**config.mk**
```make
export PLATFORM = sky130hd
export DESIGN_NAME = alu_issue_ctrl
export DESIGN_NICKNAME = d
export VERILOG_FILES = /design/src/rtl/alu_issue_ctrl.sv
export SDC_FILE = /design/constraint.sdc
export NUM_CORES = 1
export LEC_CHECK = 0
export CAP_MARGIN = 0
export CORE_UTILIZATION = 40
export CTS_CLUSTER_SIZE = 10
export DETAILED_ROUTE_END_ITERATION = 16
export HOLD_SLACK_MARGIN = 0.1
export PLACE_DENSITY = 0.88
export SLEW_MARGIN = 20
export SYNTH_ARGS = -nofsm -noshare
export SYNTH_HDL_FRONTEND = slang
export SYNTH_SLANG_ARGS = --single-unit
```
**constraint.sdc**
```tcl
create_clock -name clk -period 2 [get_ports clk]
set_input_delay 0.4 -clock clk [delete_from_list [all_inputs] [get_ports clk]]
set_output_delay 0.4 -clock clk [all_outputs]
set_load 0.01 [all_outputs]
```
**src/rtl/alu_issue_ctrl.sv**
```systemverilog
// Issues one ALU operation at a time, waits LAT settle cycles, then returns the result and NZVC flags.
// Illegal ops (divide/modulo by zero, op code > 9) return an error response one cycle after accept.
module alu_issue_ctrl #(
  parameter int WIDTH = 12,
  parameter int LAT   = 1
) (
  input  logic               clk,
  input  logic               rst,
  input  logic               req_valid,
  output logic               req_ready,
  input  logic [3:0]         req_op,
  input  logic [WIDTH-1:0]   req_a,
  input  logic [WIDTH-1:0]   req_b,
  output logic [WIDTH-1:0]   alu_a,
  output logic [WIDTH-1:0]   alu_b,
  output logic [3:0]         alu_sel,
  input  logic [2*WIDTH-1:0] alu_out,
  input  logic               alu_n,
  input  logic               alu_z,
  input  logic               alu_v,
  input  logic               alu_c,
  output logic               rsp_valid,
  input  logic               rsp_ready,
  output logic [2*WIDTH-1:0] rsp_result,
  output logic [3:0]         rsp_flags,
  output logic               rsp_err,
  output logic [3:0]         flags_q
);

  localparam int CW = $clog2(LAT) + 1;

  typedef enum logic [1:0] {
    IDLE = 2'd0,
    WAIT = 2'd1,
    RESP = 2'd2
  } state_t;

  state_t               state_q, state_d;
  logic [CW-1:0]        cnt_q, cnt_d;
  logic [WIDTH-1:0]     alu_a_q, alu_a_d;
  logic [WIDTH-1:0]     alu_b_q, alu_b_d;
  logic [3:0]           alu_sel_q, alu_sel_d;
  logic                 rsp_valid_q, rsp_valid_d;
  logic [2*WIDTH-1:0]   rsp_result_q, rsp_result_d;
  logic [3:0]           rsp_flags_q, rsp_flags_d;
  logic                 rsp_err_q, rsp_err_d;
  logic [3:0]           last_flags_q, last_flags_d;
  logic                 op_illegal;

  assign req_ready = (state_q == IDLE) && !rst;

  // Divide/modulo by zero and unassigned op codes never reach the ALU wait.
  assign op_illegal = (((req_op == 4'b0011) || (req_op == 4'b0100)) && (req_b == '0))
                    || (req_op > 4'b1001);

  always_comb begin
    state_d      = state_q;
    cnt_d        = cnt_q;
    alu_a_d      = alu_a_q;
    alu_b_d      = alu_b_q;
    alu_sel_d    = alu_sel_q;
    rsp_valid_d  = rsp_valid_q;
    rsp_result_d = rsp_result_q;
    rsp_flags_d  = rsp_flags_q;
    rsp_err_d    = rsp_err_q;
    last_flags_d = last_flags_q;

    case (state_q)
      IDLE: begin
        if (req_valid && req_ready) begin
          alu_a_d   = req_a;
          alu_b_d   = req_b;
          alu_sel_d = req_op;
          cnt_d     = CW'(LAT - 1);
          if (op_illegal) begin
            rsp_valid_d  = 1'b1;
            rsp_result_d = '0;
            rsp_flags_d  = 4'b0000;
            rsp_err_d    = 1'b1;
            state_d      = RESP;
          end else begin
            state_d = WAIT;
          end
        end
      end
      WAIT: begin
        if (cnt_q == '0) begin
          rsp_valid_d  = 1'b1;
          rsp_result_d = alu_out;
          rsp_flags_d  = {alu_n, alu_z, alu_v, alu_c};
          rsp_err_d    = 1'b0;
          state_d      = RESP;
        end else begin
          cnt_d = cnt_q - CW'(1);
        end
      end
      RESP: begin
        if (rsp_ready) begin
          rsp_valid_d = 1'b0;
          state_d     = IDLE;
          if (!rsp_err_q) begin
            last_flags_d = rsp_flags_q;
          end
        end
      end
      default: state_d = IDLE;
    endcase
  end

  always_ff @(posedge clk) begin
    if (rst) begin
      state_q      <= IDLE;
      cnt_q        <= '0;
      alu_a_q      <= '0;
      alu_b_q      <= '0;
      alu_sel_q    <= 4'b0000;
      rsp_valid_q  <= 1'b0;
      rsp_result_q <= '0;
      rsp_flags_q  <= 4'b0000;
      rsp_err_q    <= 1'b0;
      last_flags_q <= 4'b0000;
    end else begin
      state_q      <= state_d;
      cnt_q        <= cnt_d;
      alu_a_q      <= alu_a_d;
      alu_b_q      <= alu_b_d;
      alu_sel_q    <= alu_sel_d;
      rsp_valid_q  <= rsp_valid_d;
      rsp_result_q <= rsp_result_d;
      rsp_flags_q  <= rsp_flags_d;
      rsp_err_q    <= rsp_err_d;
      last_flags_q <= last_flags_d;
    end
  end

  assign alu_a      = alu_a_q;
  assign alu_b      = alu_b_q;
  assign alu_sel    = alu_sel_q;
  assign rsp_valid  = rsp_valid_q;
  assign rsp_result = rsp_result_q;
  assign rsp_flags  = rsp_flags_q;
  assign rsp_err    = rsp_err_q;
  assign flags_q    = last_flags_q;

endmodule

```
==> results.py, run 1 <==
metrics = {
    "cts": {
        "h-tree-depth": 3,
        "clk_latency_ps": 330,
        "postCtsResizedCells": 1,
        "hold_buffers": 0,
        "cts_tree": "built",
        "path_clk_slew_ps": 60,
        "numCtsBuffers": 9,
        "clock-sinks": 64,
        "clk_path_buf_depth": 2,
        "cts-root-buf": "clkbuf_8",
        "post_cts_buffers": 0,
    },
    "worst_setup_path": {
        "slowest_delay_ps": 490,
        "slowest_stage": "clkdlybuf4s50_1",
        "end_kind": "output pin",
        "arrival_ps": 1380,
        "crit_buf_inv": 2,
        "required_ps": 1600,
        "crit_chain": "clkdlybuf4s50_1 > nor3_2 > dlygate4sd2_1",
        "reg2reg_setup_slack_ps": 500,
        "path_class": "input port to output pin",
        "reg2regPathDepth": 3,
        "r2r_end": "alu_b[1]",
        "start_kind": "input port",
        "worstPathMaxFanout": 3,
        "r2r-start": "state_q[1]",
        "cpLargestDelayFamily": "buffers and inverters",
    },
    "grt": {
        "antenna_found_initial": 0,
        "grt_pass1_vias": 2284,
        "grt_usage": 0.2109,
        "grt_start_max_net_pins": 58,
        "grt-ovfl-total": 0,
        "grt_pass1_wl_um": 10500,
    },
    "detailed_routing": {
        "wl_um": 6733,
        "vias": 2467,
        "dr.pass1.iters": 4,
        "drc": 0,
        "wl_per_cell_um": 13.74,
        "via_per_inst": 5.035,
        "dr.first_iter.drc_count": 110,
        "ant_nets": 0,
    },
    "power_and_ir_drop": {
        "pwr-share-seq": 0.464,
        "switching_share": 0.2384,
        "peakVddDrop_mv": 0.5708,
        "p_int_mw": 2.286,
        "power.switching_uw": 715.6,
        "p_leak_nw": 1.538,
        "p_comb_frac": 0.169,
        "powerDensity_nw_per_um2": 744.1,
        "p_clk_frac": 0.366,
        "total_power_mw": 3.002,
    },
    "synthesis": {
        "synth_commonest_cells": "64 x dfxtp_1, 57 x nand2_1, 30 x inv_1, 29 x nand3_1, 29 x o21ai_0",
        "synth_top_flop_cell": "dfxtp_1",
        "yosysUniqueCellTypes": 24,
        "async_reset_ff_frac": 0,
        "synth_cells": 290,
        "yosysWarnings": 0,
        "synth_top_area_frac": 0.5166,
        "synth_most_common_cell": "dfxtp_1",
        "yosysTopAreaCell": "dfxtp_1",
        "synth_edf_count": 0,
        "synth.yosys.seq_area_share": 0.5166,
        "synth_area_um2": 2480,
        "ys_ff_latch": 64,
        "synth_nets": 350,
        "synth_area_leaders": "dfxtp_1 52%, o32ai_1 9.9%, nand2_1 8.6%",
        "syn-mean-instance-area_um2": 8.551,
    },
    "die": {
        "die_area_um2": 6519,
        "dieWidth_um": 80.74,
        "row_count": 28,
        "dieHeight_um": 80.74,
        "io_pins": 123,
        "start_util": 0.4164,
        "fp.coreArea_um2": 5956,
    },
    "placed_design": {
        "dpl_worst_slack_ps": -127.5,
        "globalplace.congestion": 0.8299,
        "detailedPlacementHpwl_um": 4740,
        "placed_cell_area_um2": 3836,
        "io_buffers": 122,
    },
    "hold_path": {
        "holdPathEnd": "alu_sel[2]",
        "min_path_type": "register to register",
        "whs_path_depth": 2,
        "hp-start": "alu_sel[2]",
    },
    "timing": {
        "slew_viol_final": 0,
        "hold_violations": 0,
        "rsz0062_at_grt": "no",
        "whs_ps": 456.7,
        "fmax_mhz": 561.6,
        "worst_pin_slew_ps": 450.3,
        "fin_ws_ps": 219.4,
        "finalSetupViolCount": 0,
        "relSlewSlack": 0.6998,
        "skew_ps": 2.963,
        "min_period_over_period": 0.8903,
        "finalCriticalPeriod_ps": 1781,
    },
    "layout": {
        "diodes": 0,
        "area.growth.synth_to_final_pct": 62.66,
        "design_area_um2": 4034,
        "final_util": 0.6773,
        "finalNetCount": 470,
        "fillers": 477,
        "drive_gt1_frac": 0.07711,
    },
    "run_status": {
        "outcome": "complete, no violations",
    },
    "job": {
        "maxCapViolations": 0,
    },
}
-- power by group through the flow --
stage               sequential (mW)  clock [mW]  combinational [mW]
floorplan                      1.45           0               0.152
global placement               1.42           0               0.500
detailed placement             1.42           0               0.511
CTS                            1.39        1.12               0.512
global route                   1.40        1.19               0.547
finish                         1.39        1.10               0.508
-- layout make-up --
cell class | count | area [um^2] | share of cell area
Tap cell | 75 | 93.84 | 0.02326
Inverter | 30 | 112.6 | 0.02792
Sequential cell | 64 | 1281 | 0.3176
Multi-Input combinational cell | 170 | 979.7 | 0.2429
Clock buffer | 13 | 158.9 | 0.03939
Timing Repair Buffer | 135 | 1368 | 0.3390
Clock inverter | 3 | 40.04 | 0.009926
-- kinds of logic after synthesis --
group                  count (synthesis)  share of synthesized area
AOI/OAI and AO/OA                     65                     0.1897
muxes                                  5                    0.02018
buffers and inverters                 56                    0.09283
DFF                                   64                     0.5167
and+or+nand+nor                      100                     0.1806
-- worst reg2reg max path: stages, from the launching register on --
cell	delay, ps
dfxtp_1	390
nor4b_4	330
buf_4	440
o21ai_0	210
-- sequential cells by signal, indices dropped and copies added (netlist names) --
name / count
flags_q: 4
state_q: 2
rsp_err: 1
rsp_valid: 1
alu_a: 12
rsp_result: 24
alu_sel: 4
alu_b: 12
rsp_flags: 4
-- per-stage QoR --
step                setup TNS [ps]  std cells
floorplan                        0        290
global placement             -2981        474
detailed placement           -6074        474
CTS                              0        490
global route                     0        490
finish                           0        490
-- worst max path at each step --
stage | start | to | slack [ps] | depth (start not counted)
after floorplan | rst | rsp_flags[3] | 430 | 6
after global placement | rst | alu_b[2] | -60 | 5
after detailed placement | rst | alu_b[1] | -130 | 5
after CTS | rst | req_ready | 220 | 3
after global routing | req_b[0] | rsp_flags[1] | 80 | 6
final | rst | req_ready | 220 | 3
-- routing by layer --
layer / routed length (um) / global-route usage / up-vias / part of all wire
met5: 0 / 0 / - / 0
met4: 213 / 0.1304 / 0 / 0.032
met3: 353 / 0.04382 / 20 / 0.052
met2: 3224 / 0.3441 / 86 / 0.48
met1: 2943 / 0.2542 / 1122 / 0.44
li1: - / - / 1239 / -
-- placed cells by master (no fill, tap or decap), drive strengths merged, types with 5 or more instances in the layout --
cell type / n
o21ai: 29
dfxtp: 64
buf: 13
mux2i: 5
nor2: 6
clkbuf: 13
o32ai: 28
clkdlybuf4s50: 121
inv: 30
nand2: 57
nand3: 29
Note: power is estimated with default switching activity, not from simulation.
==> inputs of run 2 (changes only) <==
CORE_MARGIN = 4   (was unset)
SETUP_SLACK_MARGIN = 0.1   (was unset)
==> run 2 against run 1 <==
Clock power shrank 5%; sequential share of layout area increased by 0.15 points; wire length increased by 7.4%; critical path depth grew 3; highest routed layer unchanged; critical path type is now input port to register; design area shrank 0.47%; flip-flop and latch count stayed put; worst setup slack worse by 44 ps; clock skew is 3.6 ps higher; first-iteration DRC count fell by 26%; combinational power about the same; hold slack better by 0.51 ps.
==> results.py, run 2 (same netlist as run 1, synthesis figures left out) <==
metrics = {
    "grt": {
        "grt_usage": 0.1927,
        "grt_pass1_wl_um": 11420,
        "grt_pass1_vias": 2363,
        "antenna_found_initial": 0,
        "grt_start_max_net_pins": 58,
        "grt-ovfl-total": 0,
    },
    "layout": {
        "largest_reg_flops": 24,
        "layout_common_cells": "121 x clkdlybuf4s50_1, 64 x dfxtp_1, 57 x nand2_1",
        "drive_gt1_frac": 0.07971,
        "area.growth.synth_to_final_pct": 61.91,
        "fillers": 470,
        "seq_area_um2": 1281,
        "diodes": 0,
        "multi_input_area_um2": 985.9,
        "layout_commonest_cell": "clkdlybuf4s50_1",
        "finalNetCount": 470,
    },
    "worst_setup_path": {
        "arrival_ps": 2020,
        "start_kind": "input port",
        "path_class": "input port to register",
        "end_kind": "register",
        "reg2regPathDepth": 4,
        "required_ps": 2190,
        "worstPathMaxFanout": 31,
    },
    "die": {
        "io_pins": 123,
        "dieHeight_um": 86.74,
        "row_count": 28,
        "dieWidth_um": 86.74,
        "fp.coreArea_um2": 5956,
        "start_util": 0.4164,
        "die_area_um2": 7524,
    },
    "cts": {
        "cts-root-buf": "clkbuf_8",
        "clk_latency_ps": 320,
        "post_cts_buffers": 0,
        "clk_path_buf_depth": 2,
        "h-tree-depth": 3,
        "cts_tree": "built",
        "path_clk_slew_ps": 60,
        "numCtsBuffers": 9,
        "clock-sinks": 64,
        "hold_buffers": 0,
    },
    "detailed_routing": {
        "vias": 2448,
        "wl_per_cell_um": 14.79,
        "ant_nets": 0,
        "via_per_inst": 5.006,
        "wl_um": 7231,
        "dr.pass1.iters": 4,
        "dr.first_iter.drc_count": 81,
        "drc": 0,
    },
    "timing": {
        "worst_pin_slew_ps": 455.8,
        "fin_setup_tns_ps": 0,
        "finalSetupViolCount": 0,
        "min_period_over_period": 0.9124,
        "hold_violations": 0,
        "slew_viol_final": 0,
        "finalCriticalPeriod_ps": 1825,
        "rsz0062_at_grt": "no",
        "skew_ps": 6.593,
        "relSlewSlack": 0.6961,
        "fmax_mhz": 548.0,
    },
    "placed_design": {
        "globalplace.congestion": 0.8118,
        "detailedPlacementHpwl_um": 5201,
        "io_buffers": 122,
    },
    "power_and_ir_drop": {
        "p_leak_nw": 1.530,
        "total_power_mw": 2.951,
        "powerDensity_nw_per_um2": 735.0,
        "peakVddDrop_mv": 0.5686,
    },
    "hold_path": {
        "whs_path_depth": 2,
        "min_path_type": "register to register",
    },
    "job": {
        "maxCapViolations": 0,
    },
    "run_status": {
        "outcome": "complete, no violations",
    },
}
-- run 2: worst paths after layout --
kind / slack [ps] / end / start
max reg2reg: 440 / rsp_result[17] / state_q[1]
min: 460 / alu_a[4] / alu_a[4]
max: 180 / rsp_result[5] / req_op[3]
min reg2reg: 460 / alu_a[4] / alu_a[4]
-- run 2: final cells by class --
cell class	instances	area share
Timing Repair Buffer	135	0.3375
Sequential cell	64	0.3191
Multi-Input combinational cell	170	0.2456
Clock buffer	11	0.03521
Inverter	30	0.02805
Tap cell	75	0.02337
Clock inverter	4	0.01122
-- run 2: critical path: stages --
cell	delay [ps]
clkdlybuf4s50_1	480
nor4_2	280
nand3_1	190
o31ai_4	320
buf_12	220
o32ai_1	110
-- run 2: per-layer routing --
layer  routed length [um]  up-vias  track usage
met4                   53        0      0.04674
met3                  397        6      0.05513
met5                    0        -            0
met2                 3766       80       0.3512
met1                 3014     1121       0.2205
li1                     -     1241            -
-- run 2: repair_timing --
action / in CTS / in global routing
resized for setup: 1 / 1
pin swaps: 0 / 1
endpoints found under the setup margin: 1 / 30
-- run 2: report_power, final --
part,switching [mW],internal [mW]
combinational,0.215,0.292
clock,0.453,0.596
sequential,0.0440,1.35
total,0.712,2.24
-- run 2: through the flow --
step / instances / hold WS (ps) / utilization / instance area (um^2) / setup slack, ps
after floorplan: 290 / 480.2 / - / 2480 / 429.8
after global placement: 474 / 444.2 / 0.6420 / 3824 / -60.63
after detailed placement: 474 / 448.9 / 0.6420 / 3824 / -103.6
after CTS: 489 / 458.2 / 0.6731 / 4009 / 187.8
after global routing: 489 / 473.7 / 0.6742 / 4015 / 115.1
final: 489 / 457.2 / 0.6742 / 4015 / 175.2
